==> config.mk <==
export PLATFORM = sky130hd
export DESIGN_NAME = max_stream_reduce_flat
export DESIGN_NICKNAME = d
export VERILOG_FILES = /design/src/rtl/max_stream_reduce_if.sv /design/src/rtl/max_stream_reduce.sv /design/src/flat_wrapper.sv
export SDC_FILE = /design/constraint.sdc
export NUM_CORES = 1
export LEC_CHECK = 0
export ABC_AREA = 1
export BUFFER_PORTS_ARGS = -buffer_cell sky130_fd_sc_hd__buf_2
export CORE_UTILIZATION = 50
export CTS_CLUSTER_SIZE = 40
export DETAILED_ROUTE_END_ITERATION = 6
export MAX_ROUTING_LAYER = met4
export PLACE_DENSITY = 0.75
export SYNTH_ARGS = -nofsm -noshare
export SYNTH_HDL_FRONTEND = slang
export SYNTH_SLANG_ARGS = --single-unit
==> constraint.sdc <==
create_clock -name clk -period 1.4 [get_ports clk]
set_input_delay 0.21 -clock clk [delete_from_list [all_inputs] [get_ports clk]]
set_output_delay 0.21 -clock clk [all_outputs]
set_load 0.005 [all_outputs]
==> src/rtl/max_stream_reduce_if.sv <==
// Valid/ready stream bundle for the max reduction stage: beat input side and frame result side.
interface max_stream_reduce_if #(
  parameter int unsigned W         = 4,
  parameter int unsigned FRAME_LEN = 8,
  parameter int unsigned IDX_W     = $clog2(FRAME_LEN),
  parameter int unsigned LEN_W     = $clog2(FRAME_LEN + 1)
);
  logic             in_valid;
  logic             in_ready;
  logic [W-1:0]     in_data;
  logic             in_last;
  logic             out_valid;
  logic             out_ready;
  logic [W-1:0]     out_max;
  logic [IDX_W-1:0] out_idx;
  logic [LEN_W-1:0] out_len;
  logic [7:0]       out_frame_id;

  // Upstream tiles and downstream collector as seen together from outside the stage
  modport master (
    output in_valid, in_data, in_last, out_ready,
    input  in_ready, out_valid, out_max, out_idx, out_len, out_frame_id
  );

  // The reduction stage itself
  modport slave (
    input  in_valid, in_data, in_last, out_ready,
    output in_ready, out_valid, out_max, out_idx, out_len, out_frame_id
  );
endinterface

==> src/rtl/max_stream_reduce.sv <==
// Reduces a frame of W-bit beats to its maximum, first-occurrence index, length and frame id.
module max_stream_reduce #(
  parameter int unsigned W         = 4,
  parameter int unsigned FRAME_LEN = 8
) (
  input  logic                  clk,
  input  logic                  rst_n,
  max_stream_reduce_if.slave    bus
);
  localparam int unsigned IDX_W = $clog2(FRAME_LEN);
  localparam int unsigned LEN_W = $clog2(FRAME_LEN + 1);

  typedef enum logic {EMPTY, ACC} state_t;

  state_t           state, state_nxt;
  logic [W-1:0]     acc_max, acc_max_nxt;
  logic [IDX_W-1:0] acc_idx, acc_idx_nxt;
  logic [LEN_W-1:0] cnt, cnt_nxt;
  logic [7:0]       frame_cnt, frame_cnt_nxt;
  logic             res_valid, res_valid_nxt;
  logic [W-1:0]     res_max, res_max_nxt;
  logic [IDX_W-1:0] res_idx, res_idx_nxt;
  logic [LEN_W-1:0] res_len, res_len_nxt;
  logic [7:0]       res_id, res_id_nxt;

  logic             accept_c;
  logic             take_c;
  logic             done_c;
  logic [W-1:0]     beat_max_c;
  logic [IDX_W-1:0] beat_idx_c;

  // Input is open whenever the single result slot is free or being drained this cycle
  assign bus.in_ready = ~res_valid | bus.out_ready;
  assign accept_c     = bus.in_valid & bus.in_ready;

  assign bus.out_valid    = res_valid;
  assign bus.out_max      = res_max;
  assign bus.out_idx      = res_idx;
  assign bus.out_len      = res_len;
  assign bus.out_frame_id = res_id;

  // Next-state: accumulate accepted beats, close the frame on in_last or the final beat
  always_comb begin
    state_nxt     = state;
    acc_max_nxt   = acc_max;
    acc_idx_nxt   = acc_idx;
    cnt_nxt       = cnt;
    frame_cnt_nxt = frame_cnt;
    res_valid_nxt = res_valid;
    res_max_nxt   = res_max;
    res_idx_nxt   = res_idx;
    res_len_nxt   = res_len;
    res_id_nxt    = res_id;

    // Strict compare so ties keep the earlier index; the first beat always wins
    take_c     = (state == EMPTY) || (bus.in_data > acc_max);
    beat_max_c = take_c ? bus.in_data : acc_max;
    if (state == EMPTY) begin
      beat_idx_c = '0;
    end else begin
      beat_idx_c = take_c ? IDX_W'(cnt) : acc_idx;
    end
    done_c = bus.in_last || (cnt == LEN_W'(FRAME_LEN - 1));

    if (res_valid && bus.out_ready) begin
      res_valid_nxt = 1'b0;
    end

    if (accept_c) begin
      if (done_c) begin
        res_valid_nxt = 1'b1;
        res_max_nxt   = beat_max_c;
        res_idx_nxt   = beat_idx_c;
        res_len_nxt   = LEN_W'(cnt + LEN_W'(1));
        res_id_nxt    = frame_cnt;
        frame_cnt_nxt = frame_cnt + 8'd1;
        state_nxt     = EMPTY;
        cnt_nxt       = '0;
      end else begin
        state_nxt     = ACC;
        acc_max_nxt   = beat_max_c;
        acc_idx_nxt   = beat_idx_c;
        cnt_nxt       = LEN_W'(cnt + LEN_W'(1));
      end
    end
  end

  // State and result registers
  always_ff @(posedge clk or negedge rst_n) begin
    if (!rst_n) begin
      state     <= EMPTY;
      acc_max   <= '0;
      acc_idx   <= '0;
      cnt       <= '0;
      frame_cnt <= '0;
      res_valid <= 1'b0;
      res_max   <= '0;
      res_idx   <= '0;
      res_len   <= '0;
      res_id    <= '0;
    end else begin
      state     <= state_nxt;
      acc_max   <= acc_max_nxt;
      acc_idx   <= acc_idx_nxt;
      cnt       <= cnt_nxt;
      frame_cnt <= frame_cnt_nxt;
      res_valid <= res_valid_nxt;
      res_max   <= res_max_nxt;
      res_idx   <= res_idx_nxt;
      res_len   <= res_len_nxt;
      res_id    <= res_id_nxt;
    end
  end
endmodule
==> src/flat_wrapper.sv <==
// flat-port wrapper written by rule: the top's interface ports become plain ports
module max_stream_reduce_flat 
#(
  parameter int unsigned W         = 4,
  parameter int unsigned FRAME_LEN = 8
)
  (clk, rst_n, bus_in_valid, bus_in_data, bus_in_last, bus_out_ready, bus_in_ready, bus_out_valid, bus_out_max, bus_out_idx, bus_out_len, bus_out_frame_id);
  max_stream_reduce_if #(.W(W), .FRAME_LEN(FRAME_LEN)) bus_i ();
  input  logic clk;
  input  logic rst_n;
  input wire logic [$bits(bus_i.in_valid)-1:0] bus_in_valid;
  input wire logic [$bits(bus_i.in_data)-1:0] bus_in_data;
  input wire logic [$bits(bus_i.in_last)-1:0] bus_in_last;
  input wire logic [$bits(bus_i.out_ready)-1:0] bus_out_ready;
  output wire logic [$bits(bus_i.in_ready)-1:0] bus_in_ready;
  output wire logic [$bits(bus_i.out_valid)-1:0] bus_out_valid;
  output wire logic [$bits(bus_i.out_max)-1:0] bus_out_max;
  output wire logic [$bits(bus_i.out_idx)-1:0] bus_out_idx;
  output wire logic [$bits(bus_i.out_len)-1:0] bus_out_len;
  output wire logic [$bits(bus_i.out_frame_id)-1:0] bus_out_frame_id;
  assign bus_i.in_valid = bus_in_valid;
  assign bus_i.in_data = bus_in_data;
  assign bus_i.in_last = bus_in_last;
  assign bus_i.out_ready = bus_out_ready;
  assign bus_in_ready = bus_i.in_ready;
  assign bus_out_valid = bus_i.out_valid;
  assign bus_out_max = bus_i.out_max;
  assign bus_out_idx = bus_i.out_idx;
  assign bus_out_len = bus_i.out_len;
  assign bus_out_frame_id = bus_i.out_frame_id;
  max_stream_reduce #(.W(W), .FRAME_LEN(FRAME_LEN)) u_core (.clk(clk), .rst_n(rst_n), .bus(bus_i));
endmodule
## Word level (Yosys, flattened, before mapping)

Index checks and enable logic that the tools add are counted.

- $add $sub $neg: 2
- Multiply operators: 0
- Div/mod/pow operators: 0
- Order comparisons: 1
- Equal/unequal tests: 1
- Shift-type cells: 0
- Mux-type cells: 8
- Bitwise logic cells: 5
- Reductions and logical operators: 5

Operators with widths:

| operator | number |
|---|---|
| adder 8 x 1 -> 8 bit (second input constant) | 1 |
| two-way mux 4 bit | 2 |
| two-way mux 3 bit | 2 |
| adder 4 x 1 -> 4 bit (second input constant) | 1 |
| == test 4 x 3 -> 1 bit (second input constant) | 1 |
| > comparator 4 bit | 1 |
| two-way mux 1 bit | 4 |
| AND reduction 2 bit | 2 |
| inverter 1 bit | 3 |
| logical OR 1 bit | 2 |
| bitwise AND 1 bit | 1 |
| logical AND 1 bit | 1 |
| bitwise OR 1 bit | 1 |

- Register bits after elaboration: 40
- Bits in latches: 0
- RAM bits: 0
- ROM bits: 0
- Input port bits: 9
- Output and inout port bits: 21
- Logic and storage cells: 32
- Memories: 0

## Longest topological paths before layout

- Depth after elaboration: 4
- Depth in mapped cells: 12
- Mapped depth without buffers: 12

## Least setup slack after synthesis

OpenSTA, ideal clock, no wires.

- Path kind: register to register
- From: register u_core.acc_max[3]
- To: register u_core.acc_max[0]
- Library setup time: 0.118 ns
- Arrival: 1.324 ns
- Required time: 1.282 ns
- Path slack: -0.041 ns
- Stages on the path, launching flop included: 12
- Path buffers: 0
- Clock period less this slack: 1.441 ns
- Cells stage by stage: dfrtp_1 -> inv_1 -> ha_1 -> nand2_1 -> inv_1 -> nand2_1 -> nand2_1 -> nand2_1 -> nand2_1 -> nand2_1 -> nand3_1 -> nand2_1

- Longest elaborated chain between the ends: 3

RTL lines:

| element | line | RTL |
|---|---|---|
| start: declaration | max_stream_reduce.sv:16 | `logic [W-1:0] acc_max, acc_max_nxt;` |
| start signal: assignment | max_stream_reduce.sv:103 | `acc_max <= acc_max_nxt;` |
| > comparator 4 bit | max_stream_reduce.sv:56 | `take_c = (state == EMPTY) \|\| (bus.in_data > acc_max);` |
| logical OR 1 bit | max_stream_reduce.sv:56 |  |
| two-way mux 4 bit | max_stream_reduce.sv:57 | `beat_max_c = take_c ? bus.in_data : acc_max;` |

Every way passes these cells.
A chain may end at the register's enable or synchronous reset.

## Worst setup path in the final report

- From: register u_core.acc_max[1]
- To: register u_core.res_idx[1], in the netlist u_core.bus.out_idx[1]

- Longest elaborated chain between the ends: 4

RTL lines:

| element | line | RTL |
|---|---|---|
| > comparator 4 bit | max_stream_reduce.sv:56 |  |
| logical OR 1 bit | max_stream_reduce.sv:56 |  |
| two-way mux 3 bit | max_stream_reduce.sv:61 | `beat_idx_c = take_c ? IDX_W'(cnt) : acc_idx;` |
| two-way mux 3 bit | max_stream_reduce.sv:58 | `if (state == EMPTY) begin` |
| end signal: assignment | max_stream_reduce.sv:109 | `res_idx <= res_idx_nxt;` |
| end: declaration | max_stream_reduce.sv:22 | `logic [IDX_W-1:0] res_idx, res_idx_nxt;` |

Every way passes these cells.

==> metrics.yaml <==
status: "complete, but fails checks"
violations: "negative setup slack"
path_clk_slew_ns: 0.07
seq_area_frac_synth_pct: 52.67
hold_class: "in -> reg"
grt_setup_unrepaired: "yes"
die_w_um: 63.66
coreArea_mm2: 0.003661
start_util_pct: 51.91
cts.htree.levels: 2
cp.required_ns: 1.63
diodes: 0
stdcell_count: 330
power_density_mw_per_mm2: 1459
ys_top_cells_by_count: "nand2_1, dfrtp_1, inv_1"
syn_inst: 223
synth_area_leaders: "dfrtp_1, nand2_1, nand3_1"
critPathKind: "reg -> reg"
cts-root-buf: "clkbuf_8"
async_reset_ff_share_pct: 100.0
placed_cells: 310
synth_cell_types: 21
yosys.cell_count.top_type: "nand2_1"
ys_ff_latch: 40
synthesis.nets: 238
placed_cell_area_mm2: 0.002228
drc: 0
cts_buffers: 5
avgSynthCellArea_um2: 8.523
slew_viol_final: 0
globalplace.congestion: 0.8354
fmax_mhz: 647.9
reg2reg_depth: 11
period_share_pct: 110.2
dp_slack_ns: -0.1251
critical_path_arrival_ns: 1.78
fin_skew_ns: 0.007342
power.leakage_nw: 1.429
end_kind: "register"
synth_warnings: 0
cap_violations: 0
routed_via_density: 5.206
area_growth_pct: 45.03
utilization_pct: 75.29
dpl.hpwl_um: 2557
fin_area_mm2: 0.002756
finalCriticalPeriod_ns: 1.543
maxSlewHeadroom_pct: 60.06
power_mw: 4.020
grt_antenna_before_repair: 0
grt_pass1_wl_um: 6893
pin_count: 30
vias: 1718
portBuffers: 29
finalSetupViolCount: 16
syn_area_mm2: 0.001901
grt_max_degree: 31
cts_tree: "built"
drt-total-wl_um: 4895
die-area_mm2: 0.004052
synth_edf_count: 0
wl_per_cell_um: 14.83
cts_sinks: 40
critPathMaxFanout: 8
crit_end: "u_core.bus.out_idx[1]$_DFFE_PN0P_"
overflow: 0
drt_pass1_iterations: 4
layout_setup_ws_ns: -0.1433
cp-start-kind: "register"
tightest_slew_ns: 0.5991
clockBufferDepth: 2
first_iter_violations: 58
grt_usage_pct: 22.92
synth_area_leader_cell: "dfrtp_1"
ir_worst_vdd_mv: 0.7952
hold_viol: 0
clk_latency_ns: 0.30
tns_ns: -1.464
synth_top_cell_area_share_pct: 52.67
crit_start: "u_core.acc_max[1]$_DFFE_PN0P_"
antenna_left: 0
hold_ws_ns: 0.1906
rr_endpoint: "u_core.bus.out_idx[1]$_DFFE_PN0P_"
dieHeight_um: 63.66
grt_pass1_vias: 1562
fin_nets: 297
synth_flop_cell: "dfrtp_1"
r2r_setup_slack_ns: -0.14
r2r_start: "u_core.acc_max[1]$_DFFE_PN0P_"
drive_above_1_share_pct: 45.04
rows: 22
routing by layer:
metal  vias to the layer above  wire length [um]  GRT usage [%]
met5                         -                 0              -
met4                         0               119          7.670
met2                        55              2565          37.50
met1                       834              1992          27.59
li1                        817                 -              -
met3                        12               217          5.616
cell usage in the layout, fill, tap and decap left out, drive strengths merged:
| master | Yosys | final |
|---|---|---|
| nand2 | 88 | 88 |
| buf | 5 | 54 |
| dfrtp | 40 | 40 |
| inv | 27 | 27 |
| nand3 | 19 | 19 |
| o21ai | 15 | 15 |
| clkbuf | 1 | 9 |
| xor2 | 8 | 8 |
| nand4 | 6 | 6 |
| ha | 6 | 6 |
| nor2 | 4 | 4 |
| o21bai | 1 | 1 |
| nor3 | 1 | 1 |
| xnor2 | 1 | 1 |
| a21oi | 1 | 1 |
| clkinv | 0 | 1 |
| dlygate4sd3 | 0 | 1 |
flip-flops by register name, summed over array words and instances (netlist names):
signal and cells:
u_core.bus.out_idx 3, u_core.state 1, u_core.acc_max 4, u_core.bus.out_len 4, u_core.bus.out_valid 1, u_core.cnt 4
u_core.bus.out_frame_id 8, u_core.frame_cnt 8, u_core.bus.out_max 4, u_core.acc_idx 3
what timing repair did:
action                                  in CTS  in global routing
gates resized for setup                     30                 56
hold endpoints to repair                    17                  0
cloned                                       0                  4
setup buffers                                4                  4
hold buffers                                 1                  0
endpoints found under the setup margin      15                 30
pin swaps                                   13                 20
critical path, stage by stage (launching register included):
cell and delay, ns:
dfrtp_1 0.39, inv_2 0.09, ha_4 0.21, nand2_1 0.08, nand2_1 0.07, nand2_2 0.09, nand2_4 0.07, nand2_8 0.11
nand2_1 0.08, nand2_2 0.08, nand3_1 0.10, nand2_1 0.11
logic make-up (layout without fill, tap and decap cells):
group / Yosys count / after routing / synth area share (%)
buf+inv: 33 / 92 / 7.307
fa+ha+maj: 6 / 6 / 3.950
xor+xnor: 9 / 9 / 4.148
flops: 40 / 40 / 52.67
simple gates: 118 / 118 / 26.73
compound gates: 17 / 17 / 5.201
power by group:
part	internal [mW]	switching [mW]
Sequential	1.47	0.261
Combinational	0.705	0.857
Clock	0.339	0.389
Total	2.51	1.51
worst min path at each step:
stage | cells after the start | endpoint | slack (ns) | startpoint
6_report | 4 | u_core.bus.out_valid$_DFF_PN0_ | 0.19 | bus_out_ready
4_1_cts | 4 | u_core.bus.out_valid$_DFF_PN0_ | 0.20 | bus_out_ready
5_1_grt | 4 | u_core.bus.out_valid$_DFF_PN0_ | 0.21 | bus_out_ready
3_5_place_dp | 1 | u_core.bus.out_len[0]$_DFFE_PN0P_ | 0.16 | rst_n
2_1_floorplan | 0 | u_core.acc_idx[0]$_DFFE_PN0P_ | -0.09 | rst_n
3_3_place_gp | 1 | u_core.bus.out_len[0]$_DFFE_PN0P_ | 0.17 | rst_n
cell type report:
| class | count | area (um2) |
|---|---|---|
| Timing Repair Buffer | 58 | 478.0 |
| Tap cell | 48 | 60.06 |
| Clock inverter | 1 | 5.005 |
| Multi-Input combinational cell | 150 | 1030 |
| Sequential cell | 40 | 1002 |
| Inverter | 27 | 108.9 |
| Fill cell | 241 | 904.6 |
| Clock buffer | 6 | 72.57 |
Power figures use the tool's default switching activity.
